### config.mk
export PLATFORM = sky130hd
export DESIGN_NAME = async_fifo
export DESIGN_NICKNAME = d
export VERILOG_FILES = /design/src/rtl/async_fifo.sv
export SDC_FILE = /design/constraint.sdc
export NUM_CORES = 1
export LEC_CHECK = 0
export BUFFER_PORTS_ARGS = -buffer_cell sky130_fd_sc_hd__buf_4
export CORE_MARGIN = 10
export CORE_UTILIZATION = 50
export CTS_CLUSTER_DIAMETER = 100
export DETAILED_ROUTE_END_ITERATION = 10
export MAX_ROUTING_LAYER = met4
export PLACE_DENSITY = 0.67
export SLEW_MARGIN = 40
export SYNTH_ARGS = -nofsm -noshare
export SYNTH_HDL_FRONTEND = slang
export SYNTH_SLANG_ARGS = --single-unit
### constraint.sdc
create_clock -name clk -period 3.1 [get_ports clk]
set_input_delay 0.62 -clock clk [delete_from_list [all_inputs] [get_ports clk]]
set_output_delay 0.62 -clock clk [all_outputs]
set_load 0.02 [all_outputs]
### src/rtl/async_fifo.sv
// Single-clock first-word-fall-through FIFO with occupancy count, threshold flags
// and one-cycle overflow/underflow error pulses.
module async_fifo #(
  parameter int unsigned DATA_WIDTH          = 8,
  parameter int unsigned FIFO_DEPTH          = 16,
  parameter int unsigned PTR_WIDTH           = 5,
  parameter int unsigned ALMOST_FULL_THRESH  = 14,
  parameter int unsigned ALMOST_EMPTY_THRESH = 2
) (
  input  logic                  clk,
  input  logic                  rst_n,
  input  logic                  wr_en,
  input  logic [DATA_WIDTH-1:0] data_in,
  output logic                  full,
  input  logic                  rd_en,
  output logic [DATA_WIDTH-1:0] data_out,
  output logic                  empty,
  output logic [PTR_WIDTH-1:0]  count,
  output logic                  almost_full,
  output logic                  almost_empty,
  output logic                  overflow,
  output logic                  underflow
);

  localparam int unsigned AddrWidth = $clog2(FIFO_DEPTH);
  localparam logic [PTR_WIDTH-1:0] AfThresh = PTR_WIDTH'(ALMOST_FULL_THRESH);
  localparam logic [PTR_WIDTH-1:0] AeThresh = PTR_WIDTH'(ALMOST_EMPTY_THRESH);
  localparam logic [PTR_WIDTH-1:0] PtrOne   = PTR_WIDTH'(1);

  logic [DATA_WIDTH-1:0] mem [FIFO_DEPTH];
  logic [PTR_WIDTH-1:0]  wr_ptr_q, wr_ptr_d;
  logic [PTR_WIDTH-1:0]  rd_ptr_q, rd_ptr_d;
  logic                  overflow_q, underflow_q;
  logic                  do_write, do_read;
  logic [AddrWidth-1:0]  wr_addr, rd_addr;

  assign wr_addr = wr_ptr_q[AddrWidth-1:0];
  assign rd_addr = rd_ptr_q[AddrWidth-1:0];

  // Status is derived purely from the registered pointers; the MSB is the wrap bit.
  assign empty = (wr_ptr_q == rd_ptr_q);
  assign full  = (wr_ptr_q[PTR_WIDTH-1] != rd_ptr_q[PTR_WIDTH-1]) && (wr_addr == rd_addr);
  assign count = wr_ptr_q - rd_ptr_q;

  assign almost_full  = (count >= AfThresh);
  assign almost_empty = (count <= AeThresh);
  assign data_out     = empty ? '0 : mem[rd_addr];
  assign overflow     = overflow_q;
  assign underflow    = underflow_q;

  assign do_write = wr_en && !full;
  assign do_read  = rd_en && !empty;

  always_comb begin
    wr_ptr_d = wr_ptr_q;
    rd_ptr_d = rd_ptr_q;
    if (do_write) wr_ptr_d = wr_ptr_q + PtrOne;
    if (do_read)  rd_ptr_d = rd_ptr_q + PtrOne;
  end

  always_ff @(posedge clk or negedge rst_n) begin
    if (!rst_n) begin
      wr_ptr_q    <= '0;
      rd_ptr_q    <= '0;
      overflow_q  <= 1'b0;
      underflow_q <= 1'b0;
    end else begin
      wr_ptr_q    <= wr_ptr_d;
      rd_ptr_q    <= rd_ptr_d;
      overflow_q  <= wr_en && full;
      underflow_q <= rd_en && empty;
    end
  end

  // Storage is intentionally not reset.
  always_ff @(posedge clk) begin
    if (do_write) mem[wr_addr] <= data_in;
  end

endmodule

Word level (Yosys, flattened, before mapping)
Memory sizes are Yosys's and may differ from the RTL's.
Index checks and enable logic that the tools add are counted.
{"block": "classes", "n_addsub": 3, "magnitude_cmp": 2, "eq_ne": 3, "mux": 3, "n_reduce_logical": 7}
{"cell": "adder 5 x 1 -> 5 bit (second input constant)", "n": 2}
{"cell": "two-way mux 8 bit", "n": 1}
{"cell": "== test 5 bit", "n": 1}
{"cell": "greater-or-equal comparator 5 x 4 -> 1 bit (second input constant)", "n": 1}
{"cell": "<= comparator 5 x 2 -> 1 bit (second input constant)", "n": 1}
{"cell": "logical AND 1 bit", "n": 5}
{"cell": "subtractor 5 bit", "n": 1}
{"cell": "== test 4 bit", "n": 1}
{"cell": "zero test 1 bit", "n": 2}
{"cell": "two-way mux 1 bit", "n": 2}
{"cell": "inequality test 1 bit", "n": 1}
{"block": "word_totals", "reg_bits": 12, "mem_bits_rw": 128, "inputBits": 12, "wordCells": 23, "n_memories": 1}
{"name": "mem", "words": 16, "word_bits": 8, "read_ports": 1, "rd_ports_with_merged_regs": 0, "write_ports": 1, "line_no": "30", "text": "logic [DATA_WIDTH-1:0] mem [FIFO_DEPTH];"}

Logic depth before layout (Yosys ltp)
Gate-level depths: netlist of run 1.
{"block": "depth", "word_depth": 6, "depth_mapped": 9, "mapped_depth_nobuf": 8}

Least setup slack after synthesis of run 1
OpenSTA, ideal clock, no wires.
{"block": "synth_path", "kind": "register to output", "start": "reg rd_ptr_q[1]", "end": "out almost_empty", "t_arrival_ps": 2752, "t_required_ps": 2480, "path_slack_ps": -272, "stages_incl_launch_ff": 9, "path_buffers": 2, "cell_sequence": "dfrtp_1 buf_2 inv_1 buf_6 fa_1 a21o_1 a21oi_1 xnor2_1 a2111oi_0"}
{"block": "synth_via", "elab_chain_cells": 2}
{"item": "start: declaration", "line_no": "32", "text": "logic [PTR_WIDTH-1:0] rd_ptr_q, rd_ptr_d;"}
{"item": "start signal: assignment", "line_no": "69", "text": "rd_ptr_q <= rd_ptr_d;"}
{"item": "subtractor 5 bit", "line_no": "43", "text": "assign count = wr_ptr_q - rd_ptr_q;"}
{"item": "named net count[4]", "line_no": "18", "text": "output logic [PTR_WIDTH-1:0] count,"}
{"item": "<= comparator 5 x 2 -> 1 bit", "line_no": "46", "text": "assign almost_empty = (count <= AeThresh);"}
{"item": "end: declaration", "line_no": "20", "text": "output logic almost_empty,"}
The timed path passes the listed nets, and every way through them passes these cells.

Worst setup path in the final report of run 1
{"block": "layout_path", "start": "reg wr_ptr_q[0]", "end": "out almost_empty"}
{"block": "layout_via", "elab_chain_cells": 2}
{"item": "start: declaration", "line_no": "31", "text": "logic [PTR_WIDTH-1:0] wr_ptr_q, wr_ptr_d;"}
{"item": "start signal: assignment", "line_no": "68", "text": "wr_ptr_q <= wr_ptr_d;"}
{"item": "subtractor 5 bit", "line_no": "43"}
{"item": "<= comparator 5 x 2 -> 1 bit", "line_no": "46"}
No other way between the ends.

==> results of run 1 <==
==> layout by cell type (no fill, tap or decap), types with 2 or more instances in the layout <==
master and n:
edfxtp_1 128, xnor2_1 8, inv_1 7, bufinv_16 2
inv_2 3, nand4_1 5, o21ai_0 4, o21ai_1 5
xor2_1 3, a21oi_1 9, inv_6 3, dfrtp_2 3
nor2_1 14, mux4_2 20, dfrtp_1 9, nor3_1 4
clkbuf_16 18, clkinvlp_4 3, mux2i_1 7, mux4_1 12
clkbuf_8 3, clkinv_4 2, nand2b_1 2, mux2_2 7
clkinv_2 2, ha_1 7, buf_4 60, nand2_1 12
==> state kept, by name, summed over array words and instances (netlist names) <==
signal and count:
underflow 1, rd_ptr_q 5, wr_ptr_q 5, overflow 1, mem 128
==> worst max path at each step <==
stage / start / to / slack [ns] / depth (start not counted)
final: wr_ptr_q[0]$_DFFE_PN0P_ / almost_empty / 0.05 / 9
after global routing: wr_ptr_q[0]$_DFFE_PN0P_ / almost_empty / -0.11 / 9
after CTS: wr_ptr_q[0]$_DFFE_PN0P_ / almost_empty / -0.03 / 9
after detailed placement: wr_ptr_q[0]$_DFFE_PN0P_ / almost_empty / 0.32 / 9
after global placement: rd_ptr_q[0]$_DFFE_PN0P_ / data_out[2] / 0.37 / 6
after floorplan: rd_ptr_q[2]$_DFFE_PN0P_ / almost_empty / 0.25 / 8
==> what timing repair did <==
item,in CTS,in global routing
buffers inserted,1,6
gates cloned,0,1
pin swaps,0,6
hold buffers,0,0
endpoints found under the setup margin,3,8
gates resized for setup,2,10
==> final cells by class <==
cell class	instances	area [µm²]	area share [%]
clock inverters	12	136	1.95
flip-flops and latches	140	4150	59.3
repair buffers	63	507	7.24
inverters	10	37.5	0.537
multi-input cells	134	1520	21.7
clock buffers	20	467	6.67
well taps	143	179	2.56
==> metal layers <==
layer / global-route usage [%] / part of all wire [%] / up-vias
met5: - / 0 / -
met4: 7.17 / 1.4 / 0
met3: 4.47 / 5.4 / 10
met2: 23.4 / 49 / 75
met1: 19.2 / 44 / 1474
li1: - / - / 1333
==> through the flow <==
stage | cell area, µm² | hold slack, ns
finish | 7000 | 0.0413
global route | 7000 | 0.0312
CTS | 6890 | 0.0256
detailed placement | 6280 | 0.472
global placement | 6280 | 0.473
floorplan | 5780 | 0.324
==> cell families (layout without fill, tap and decap cells) <==
group	Yosys count	count (layout)	synth area share [%]
flip-flops	140	140	71.8
multiplexers	46	46	15.8
AND/OR/NAND/NOR	40	40	3.16
AO/OA/AOI/OAI	26	26	2.62
buffers and inverters	24	105	2.51
XOR/XNOR	12	12	1.82
adder cells (fa/ha/maj)	10	10	2.30
==> critical path, delay by kind of cell, from the launching register on <==
kind | cells | cell delay, ns
adder cells (fa/ha/maj) | 2 | 0.50
buffers and inverters | 3 | 0.34
AO/OA/AOI/OAI | 3 | 0.67
XOR/XNOR | 1 | 0.11
flip-flops | 1 | 0.39
==> power breakdown <==
group	total [mW]	internal, mW	switching, mW
Combinational	3.18	1.48	1.70
Clock	2.02	1.25	0.761
Sequential	2.43	2.31	0.121
==> results.toml, run 1 <==
[outcome]
status = "completed"

[timing]
setup_slack_ns = 0.0543
setup_viol = 0
worst_slew_pin_slew_ns = 0.485
relSlewSlack_pct = 67.4
fin_skew_ns = 0.00675
clock.fmax_mhz = 328
min_period_over_period_pct = 98.2
final_max_slew_viol_count = 0
period_minus_slack_ns = 3.05
grt_setup_unrepaired = "yes"
hold_viol_final = 0
finalSetupTns_ns = 0

[setup_path]
r2r_slack_ns = 0.61
crit_chain = "inv_2 > ha_4 > inv_2 > fa_2 > a21o_1 > a21oi_2 > xnor2_2 > a2111oi_2 > buf_4"
worst-endpoint-required_ns = 2.48
arrival_ns = 2.43
cp_max_fo = 4
cp-end-kind = "output pin"
reg2reg_from = "wr_ptr_q[3]$_DFFE_PN0P_"
cpMaxStageDelayCell = "dfrtp_1"
cpMostUsedCell = "inv_2"
reg2reg_depth = 6
crit_path_max_incr_delay_ns = 0.39
startpoint_type = "flip-flop"
critPathKind = "flip-flop to output pin"
timing.rr.end = "mem[0][2]$_DFFE_PP_"

[yosys]
yosysSeqAreaShare_pct = 71.8
synth_nets = 320
yosysTopAreaCell = "edfxtp_1"
ys_seq_elements = 140
yosys.area.top_type_share_pct = 66.6
synth_edf_count = 128
synthCells = 298
synth_common_cells = "128 x edfxtp_1, 20 x mux4_2, 14 x nor2_1"
synth.most_common_cell = "edfxtp_1"
synth_area_leaders = "edfxtp_1 67%, mux4_2 7.8%, mux4_1 5.5%"
synth_cell_types = 35
yosysWarnings = 0
async_flop_share_pct = 8.57
synth_flop_cell = "edfxtp_1"
syn_area_um2 = 5780
syn_avg_cell_area_um2 = 19.4

[final_layout]
stdcell_count = 522
insertedDiodeCount = 0
final_nets = 388
drive_above_1_share_pct = 35.9
nFillCells = 810
fin_util_pct = 61.5
syn2layout_area_growth_pct = 21.1

[placed_design]
post-dp-hpwl_um = 7440
dpl.cell_count = 482
io_buffers = 30
place_ws_ns = 0.315
place.gp.congestion = 0.801

[global_route]
grt_pass1_vias = 3098
grt_max_degree = 36
grt_overflow = 0
grt_usage_pct = 15.6
antenna_found_initial = 0
grt_pass1_wl_um = 18200

[die]
chipHeight_um = 127
die_w_um = 127
fp.coreArea_um2 = 11400
dieArea_um2 = 16200
num_rows = 39
initial_core_util_pct = 50.8
io_pins = 31

[power]
ir_drop_uv = 1750
report.power.total_mw = 7.63
p_leak_nw = 2.52
power.density_nw_per_um2 = 1090

[cts]
cts_buffer_depth = 2
clk_pin_slew_ns = 0.06
cts_max_level = 4
cts-root-buf = "clkbuf_16"
numCtsBuffers = 17
insertion_delay_ns = 0.41
cts_sinks = 140
cts_tree = "done"

[drt]
ant_nets = 0
route.detailed.drc = 0
drt-vias-per-instance = 5.54
wirelength_um = 11400
num_vias = 2892
dr.first_iter.drc_count = 262
dr.pass1.iters = 4
post_drt_wl_per_cell_um = 21.8

[flow_run]
drv_cap = 0

[min_path]
hold_path_class = "primary input to async pin"
Power figures use the tool's default switching activity.
==> run 2: changes to the inputs <==
--- a/config.mk
+++ b/config.mk
@@ -10,4 +10,5 @@
 export CORE_UTILIZATION = 50
 export CTS_CLUSTER_DIAMETER = 100
+export CTS_CLUSTER_SIZE = 25
 export DETAILED_ROUTE_END_ITERATION = 10
 export MAX_ROUTING_LAYER = met4
==> constraint.sdc (replaced) <==
create_clock -name clk -period 3.1 [get_ports clk]
set_input_delay 0.31 -clock clk [delete_from_list [all_inputs] [get_ports clk]]
set_output_delay 0.31 -clock clk [all_outputs]
set_load 0.02 [all_outputs]
==> results.toml, run 2 (synthesis gave the netlist of run 1 again) <==
[timing]
setup_viol = 0
period_minus_slack_ns = 2.86
worst_slew_pin_slew_ns = 0.531
grt_setup_unrepaired = "no"
clock.fmax_mhz = 350
fin_skew_ns = 0.0108
relSlewSlack_pct = 64.6
finalSetupTns_ns = 0
min_period_over_period_pct = 92.1
hold_ws_ns = 0.127
final_max_slew_viol_count = 0
hold_viol_final = 0

[cts]
cts_buffer_depth = 2
cts_sinks = 140
cts_tree = "done"
insertion_delay_ns = 0.41
cts-root-buf = "clkbuf_16"
numCtsBuffers = 17
cts_max_level = 4
clk_pin_slew_ns = 0.06

[final_layout]
final_common_cell = "edfxtp_1"
nFillCells = 814
final_nets = 379
largest-register = "mem"
fin_util_pct = 60.4
syn2layout_area_growth_pct = 19.0
drive_above_1_share_pct = 30.8
mostFrequentLayoutCells = "128 x edfxtp_1, 52 x buf_4, 20 x mux4_2"
insertedDiodeCount = 0
seq_area_um2 = 4150
largest_registers = "mem x128, rd_ptr_q x5, wr_ptr_q x5"
largest_reg_flops = 128
multi_input_area_um2 = 1490

[setup_path]
arrival_ns = 2.55
worst-endpoint-required_ns = 2.79
cp_max_fo = 4
cpMostUsedCell = "inv_1"
cp-end-kind = "output pin"
reg2reg_depth = 6
critPathBufInv = 3
crit_family = "compound AO/OA/AOI/OAI gates"
cp.depth = 9
critPathKind = "flip-flop to output pin"
cp-startpoint = "wr_ptr_q[0]$_DFFE_PN0P_"
crit_chain = "inv_1 > ha_1 > inv_1 > fa_1 > a21o_1 > a21oi_1 > xnor2_1 > a2111oi_2 > buf_4"
crit_path_max_incr_delay_ns = 0.41
r2r_slack_ns = 0.58
endpoint = "almost_empty"
startpoint_type = "flip-flop"
cpMaxStageDelayCell = "dfrtp_1"
reg2reg_from = "wr_ptr_q[2]$_DFFE_PN0P_"
timing.rr.end = "mem[0][2]$_DFFE_PP_"

[placed_design]
post-dp-hpwl_um = 7380
place.gp.congestion = 0.793
io_buffers = 30

[drt]
dr.first_iter.drc_count = 209
drt-vias-per-instance = 5.71
dr.pass1.iters = 4
route.detailed.drc = 0
ant_nets = 0
post_drt_wl_per_cell_um = 22.5
wirelength_um = 11500
num_vias = 2931

[die]
io_pins = 31
dieArea_um2 = 16200
chipHeight_um = 127
initial_core_util_pct = 50.8
die_w_um = 127
fp.coreArea_um2 = 11400
num_rows = 39

[power]
ir_drop_uv = 1320
p_leak_nw = 2.45
power.density_nw_per_um2 = 1080

[global_route]
met2_usage_pct = 23.3
grtUsageMet3_pct = 3.97
grt_usage_pct = 15.2
top_usage_layer = "met2"
grt_max_degree = 36
grt.met1_usage_pct = 18.6
grt_overflow = 0
grt_pass1_wl_um = 17900
grt_pass1_vias = 3001
antenna_found_initial = 0

[flow_run]
drv_cap = 0

[outcome]
status = "completed"

[min_path]
hold_path_class = "primary input to flip-flop"
==> run 2: area by class of cell <==
type | instances | area share, %
sequential | 140 | 60.3
multi-input combinational | 134 | 21.7
clock buffer | 17 | 6.19
timing repair buffer | 54 | 6.12
tap | 143 | 2.60
clock inverter | 15 | 2.48
inverter | 10 | 0.546
==> run 2: through the flow <==
step | cells | cell area (µm²) | power (mW) | setup WS (ns)
2_1_floorplan | 298 | 5780 | 4.42 | 0.0382
3_3_place_gp | 480 | 6260 | 5.36 | 0.673
3_5_place_dp | 480 | 6260 | 5.40 | 0.580
4_1_cts | 513 | 6860 | 7.43 | 0.150
5_1_grt | 513 | 6870 | 7.77 | 0.0175
6_report | 513 | 6870 | 7.39 | 0.245
==> run 2: power breakdown <==
group	leakage [nW]	switching [mW]	internal (mW)
combinational	0.876	1.65	1.30
sequential	1.30	0.122	2.31
clock	0.275	0.752	1.26
total	2.45	2.52	4.87
==> run 2: what timing repair did <==
action / 4_1_cts / 5_1_grt
setup buffers: 0 / 0
endpoints found under the setup margin: 0 / 1
gates resized for setup: 0 / 2
endpoints found under the hold margin: 12 / 0
hold buffers: 1 / 0
==> run 2: worst min-delay path by stage <==
| stage | from | to | slack [ns] | cells after the start |
|---|---|---|---|---|
| 6_report | wr_en | overflow$_DFF_PN0_ | 0.13 | 2 |
| 4_1_cts | wr_en | overflow$_DFF_PN0_ | 0.11 | 2 |
| 3_3_place_gp | rst_n | underflow$_DFF_PN0_ | 0.16 | 1 |
| 2_1_floorplan | rst_n | overflow$_DFF_PN0_ | 0.01 | 0 |
| 3_5_place_dp | rst_n | wr_ptr_q[1]$_DFFE_PN0P_ | 0.17 | 1 |
| 5_1_grt | wr_en | overflow$_DFF_PN0_ | 0.12 | 2 |
==> run 2: routing by layer <==
layer  wire [µm]  share of wire, %  vias to the layer above
met5           0                 0                        -
met4         216               1.9                        0
met3         725               6.3                       21
met1        4900                42                     1520
met2        5700                49                       78
li1            -                 -                     1312
